### src/rtl/vedic_mul_seq16.sv
// vedic_mul_seq16: sequential 16x16 unsigned multiplier built around one 4x4
// vedic multiplier. The 16 nibble-by-nibble partial products go through that
// single vedic_4bit, one per clock. Each one is shifted into place and added
// into a 32-bit accumulator.
//
// Ports
//   clk        rising-edge clock
//   rst        synchronous, active-high reset
//   in_valid   a/b hold valid operands
//   in_ready   operands can be accepted (IDLE only)
//   a, b       16-bit unsigned operands
//   out_valid  p holds a finished product
//   out_ready  consumer accepts p
//   p          32-bit unsigned product
//   busy       a product is in flight or waiting to be taken
//
// state | meaning
// ------+------------------------------------------------------------
// IDLE  | waiting for operands; p still shows the previous product
// MUL   | sweeping the 16 nibble partial products, cnt selects the pair
// DONE  | product ready; held until out_ready

module vedic_2bit (
  input  logic [1:0] a,
  input  logic [1:0] b,
  output logic [3:0] p
);
  logic cross_0;
  logic cross_1;
  logic carry_1;
  logic top;

  assign cross_0 = a[1] & b[0];
  assign cross_1 = a[0] & b[1];
  assign carry_1 = cross_0 & cross_1;
  assign top     = a[1] & b[1];

  assign p[0] = a[0] & b[0];
  assign p[1] = cross_0 ^ cross_1;
  assign p[2] = top ^ carry_1;
  assign p[3] = top & carry_1;
endmodule

module vedic_4bit (
  input  logic [3:0] a,
  input  logic [3:0] b,
  output logic [7:0] p
);
  logic [3:0] q_ll;
  logic [3:0] q_hl;
  logic [3:0] q_lh;
  logic [3:0] q_hh;
  logic [5:0] mid;
  logic [3:0] upper;

  vedic_2bit u_ll (.a(a[1:0]), .b(b[1:0]), .p(q_ll));
  vedic_2bit u_hl (.a(a[3:2]), .b(b[1:0]), .p(q_hl));
  vedic_2bit u_lh (.a(a[1:0]), .b(b[3:2]), .p(q_lh));
  vedic_2bit u_hh (.a(a[3:2]), .b(b[3:2]), .p(q_hh));

  // The two cross terms plus the carry-in from the low block are at most
  // 9 + 9 + 3, so 6 bits is plenty. The top nibble cannot overflow,
  // because 15*15 fits in 8 bits.
  assign mid   = {2'b00, q_hl} + {2'b00, q_lh} + {4'b0000, q_ll[3:2]};
  assign upper = q_hh + mid[5:2];

  assign p = {upper, mid[1:0], q_ll[1:0]};
endmodule

module vedic_mul_seq16 #(
  parameter bit ZERO_SKIP = 1'b1
) (
  input  logic        clk,
  input  logic        rst,
  input  logic        in_valid,
  output logic        in_ready,
  input  logic [15:0] a,
  input  logic [15:0] b,
  output logic        out_valid,
  input  logic        out_ready,
  output logic [31:0] p,
  output logic        busy
);
  typedef enum logic [1:0] {
    IDLE = 2'd0,
    MUL  = 2'd1,
    DONE = 2'd2
  } state_t;

  state_t      state;
  state_t      state_nxt;
  logic [3:0]  cnt;
  logic [31:0] acc;
  logic [15:0] a_r;
  logic [15:0] b_r;

  logic        accept;
  logic        zero_op;
  logic [1:0]  i_idx;
  logic [1:0]  j_idx;
  logic [3:0]  nib_a;
  logic [3:0]  nib_b;
  logic [7:0]  pp;
  logic [4:0]  shamt;
  logic [31:0] pp_sh;

  assign accept  = in_valid & in_ready;
  assign zero_op = (ZERO_SKIP != 1'b0) && ((a == 16'd0) || (b == 16'd0));

  // The low two bits of cnt walk the multiplicand nibbles.
  // The high two bits walk the multiplier nibbles.
  assign i_idx = cnt[1:0];
  assign j_idx = cnt[3:2];
  assign nib_a = a_r[{i_idx, 2'b00} +: 4];
  assign nib_b = b_r[{j_idx, 2'b00} +: 4];

  vedic_4bit u_vedic (.a(nib_a), .b(nib_b), .p(pp));

  // The weight of the partial product is 4*(i+j), at most 24. That leaves
  // the 8-bit partial product fully inside 32 bits.
  assign shamt = {({1'b0, i_idx} + {1'b0, j_idx}), 2'b00};
  assign pp_sh = {24'd0, pp} << shamt;

  always_ff @(posedge clk) begin
    if (rst) begin
      state <= IDLE;
    end else begin
      state <= state_nxt;
    end
  end

  always_comb begin
    state_nxt = state;
    in_ready  = 1'b0;
    out_valid = 1'b0;
    busy      = 1'b0;
    case (state)
      IDLE: begin
        in_ready = 1'b1;
        if (accept) begin
          state_nxt = zero_op ? DONE : MUL;
        end
      end
      MUL: begin
        busy = 1'b1;
        if (cnt == 4'd15) begin
          state_nxt = DONE;
        end
      end
      DONE: begin
        busy      = 1'b1;
        out_valid = 1'b1;
        if (out_ready) begin
          state_nxt = IDLE;
        end
      end
      default: state_nxt = IDLE;
    endcase
  end

  always_ff @(posedge clk) begin
    if (rst) begin
      cnt <= 4'd0;
      acc <= 32'd0;
      a_r <= 16'd0;
      b_r <= 16'd0;
    end else begin
      case (state)
        IDLE: begin
          if (accept) begin
            a_r <= a;
            b_r <= b;
            acc <= 32'd0;
            cnt <= 4'd0;
          end
        end
        MUL: begin
          acc <= acc + pp_sh;
          cnt <= cnt + 4'd1;
        end
        default: ;
      endcase
    end
  end

  assign p = acc;
endmodule

### config.mk
export PLATFORM = sky130hd
export DESIGN_NAME = vedic_mul_seq16
export DESIGN_NICKNAME = d
export VERILOG_FILES = /design/src/rtl/vedic_mul_seq16.sv
export SDC_FILE = /design/constraint.sdc
export NUM_CORES = 1
export LEC_CHECK = 0
export ABC_AREA = 0
export CORE_ASPECT_RATIO = 2
export CORE_MARGIN = 2
export CORE_UTILIZATION = 55
export CTS_CLUSTER_DIAMETER = 50
export DETAILED_ROUTE_END_ITERATION = 10
export PLACE_DENSITY = 0.8
export RECOVER_POWER = 100
export SLEW_MARGIN = 0
export SYNTH_ARGS = -nofsm -noshare
export SYNTH_HDL_FRONTEND = slang
export SYNTH_HIERARCHICAL = 1
export SYNTH_SLANG_ARGS = --single-unit
### constraint.sdc
create_clock -name clk -period 13.3 [get_ports clk]
set_input_delay 1.33 -clock clk [delete_from_list [all_inputs] [get_ports clk]]
set_output_delay 1.33 -clock clk [all_outputs]
set_load 0.05 [all_outputs]
==> flow_summary.ini <==
[global_routing]
first_global_vias = 4914
grt_max_degree = 56
grt_remaining_overflow = 0
initial_antenna_violation_count = 0
globalRouteTotalUtil_pct = 28.0
first_pass_grt_wire_length_mm = 23.4

[floorplanning]
die_span_in_y_um = 143
floorplan.die.width_um = 73.7
placement_rows = 51
fp.coreArea_mm2 = 0.00957
start_util_pct = 55.9
pin_count = 71
die_area_mm2 = 0.0106

[synthesis]
syn_area_mm2 = 0.00535
postSynth.asyncResetShare_pct = 0
ys_seq_elements = 70
synth_edf_count = 0
postSynthCellCount = 655
yosys-top-cells-area = dfxtp_1 26%, ha_1 12%, nand2_1 6.7%
synth.distinct_cells = 68
yosys.area.top_type_share_pct = 26.2
synth_area_per_cell_um2 = 8.17
synth_warnings = 6
synth_seq_area_share_pct = 26.2
synth.largest_area_cell = dfxtp_1
mappedNetlistNets = 750
synth_ff_type = dfxtp_1

[timing]
fin_tns_setup_ns = 0
final-hold-violation-count = 0
maxSlewViolCount = 0
worstMarginPinSlew_ns = 1.35
timing.final.setup_violations = 0
final_min_period_over_clock_period_pct = 54.2
post-route-min-period_ns = 7.21
grt_setup_unrepaired = no
clock_skew_ns = 0.00918
fmaxAchievable_mhz = 139
timing.max_slew.rel_slack_pct = 10.0

[clock_tree]
cts_resized = 0
htreeDepth = 3
cts.root.buffer_cell = clkbuf_16
cts.reportedPaths.clkPinSlew_ns = 0.06
max_buffers_root_to_sink = 2
cts.sink_count = 70
cts_inserted_buffers = 9
cts.repair_timing.setup_buffer_count = 0
cts_hold_buffers = 0
tritoncts = built
worst_skew_pair.late_latency_ns = 0.33

[worst_setup_path]
cp.arrival_ns = 7.48
critical_path.max_fanout = 9
crit_type = reg -> reg
worst-endpoint-required_ns = 13.56
cp-start-kind = register
crit_path_end_kind = register

[cells_and_area]
layout_common_cells = 96 x nand2_1, 70 x dfxtp_1, 65 x a21oi_1
final_design_area_no_fill_mm2 = 0.00632
antenna_cells_inserted = 0
layout-drive-gt1-share_pct = 4.80
nNetsFinal = 799
layout.core_utilization_pct = 66.1
layout_commonest_cell = nand2_1
areaGrowthSynthToFinish_pct = 18.2

[route]
drtIter0Drc = 291
route.antenna.remaining_nets = 0
wl_per_cell_um = 17.3
drt_pre_antenna_iters = 5
route.detailed.vias_per_inst = 6.14
vias = 5003
totalWireLength_mm = 14.1
drt_drc_violations_left = 0

[placement]
hpwl_mm = 10.7
port_buffers = 70
placed_area_mm2 = 0.00604
routabilityCongestion = 0.967

[pwr]
ir_drop_mv = 0.181
power-per-cell-area_mw_per_mm2 = 114
p_leak_nw = 2.94

[worst_hold_path]
min_delay_worst_type = reg -> reg

[status]
outcome = finished clean

[flow_run]
timing.max_cap.violations = 0
[cells by family after synthesis]
group                    Yosys count  synth area share [%]
AO/OA/AOI/OAI                    187                  24.1
XOR/XNOR                          29                  5.00
adder cells (fa/ha/maj)           59                  14.6
buffers and inverters             59                  4.75
flip-flops                        70                  26.2
multiplexers                      12                  4.12
AND/OR/NAND/NOR                  239                  21.2
[sequential cells by signal, indices dropped and copies added, names as in the netlist]
name / flops
cnt: 4
b_r: 16
state: 2
p: 32
a_r: 16
[path summary, 6_finish.rpt]
check,startpoint,to,slack (ns),depth (start not counted)
max reg2reg,cnt[0]$_SDFFE_PP0P_,p[30]$_SDFFE_PP0P_,6.09,21
max,cnt[0]$_SDFFE_PP0P_,p[30]$_SDFFE_PP0P_,6.09,21
min reg2reg,a_r[1]$_SDFFE_PP0P_,a_r[1]$_SDFFE_PP0P_,0.46,2
min,a_r[1]$_SDFFE_PP0P_,a_r[1]$_SDFFE_PP0P_,0.46,2
[cell type report]
class	count	area, um2
inverters	23	86.3
clock buffers	10	239
multi-input cells	526	3650
fillers	837	3250
flip-flops and latches	70	1400
repair buffers	74	722
well taps	106	133
clock inverters	6	93.8
[power by group]
part / switching [mW] / leakage [nW] / internal (mW)
registers: 0.0169 / 0.569 / 0.233
clock network: 0.0961 / 0.159 / 0.171
logic: 0.134 / 2.21 / 0.0687
[cell usage after synthesis, drive strengths merged, types with 7 or more instances]
master  count
a21o       21
a21oi      66
a22o       18
a22oi      15
and2       21
and3        9
buf         8
clkbuf     28
dfxtp      70
ha         53
inv        23
mux4        8
nand2      96
nand3       9
nor2       49
nor2b      11
nor3        7
nor4        8
o21ai      19
or3         8
xnor2      15
xor2       13
[critical path, stage by stage (launching register included)]
cell       delay, ns
dfxtp_1         0.56
mux4_2          0.59
and2_0          0.19
ha_1            0.20
ha_1            0.20
fa_1            0.49
ha_1            0.25
fa_1            0.43
xor2_1          0.22
inv_1           0.09
fa_1            0.51
inv_1           0.07
mux2i_1         0.57
nor2_1          0.13
ha_1            0.42
o2111ai_1       0.18
a21oi_1         0.43
o2111ai_1       0.22
a211oi_1        0.45
a21boi_0        0.28
or4b_1          0.57
o211ai_2        0.07
[routing by layer]
metal / track usage, % / routed length (um) / vias to the layer above
met5: 0 / 0 / -
met2: 46.4 / 6830 / 167
met3: 5.05 / 721 / 41
met1: 34.8 / 5970 / 2327
li1: - / - / 2468
met4: 12.4 / 554 / 0
[through the flow]
stage | total power [mW] | setup slack (ns) | std cells | hold slack, ns
floorplan | 0.401 | 7.14 | 655 | 0.433
global placement | 0.456 | 6.75 | 799 | 0.443
detailed placement | 0.461 | 6.59 | 799 | 0.449
CTS | 0.730 | 6.54 | 815 | 0.457
global route | 0.756 | 5.66 | 815 | 0.472
finish | 0.719 | 6.09 | 815 | 0.459
Note: power is estimated with default switching activity, not from simulation.
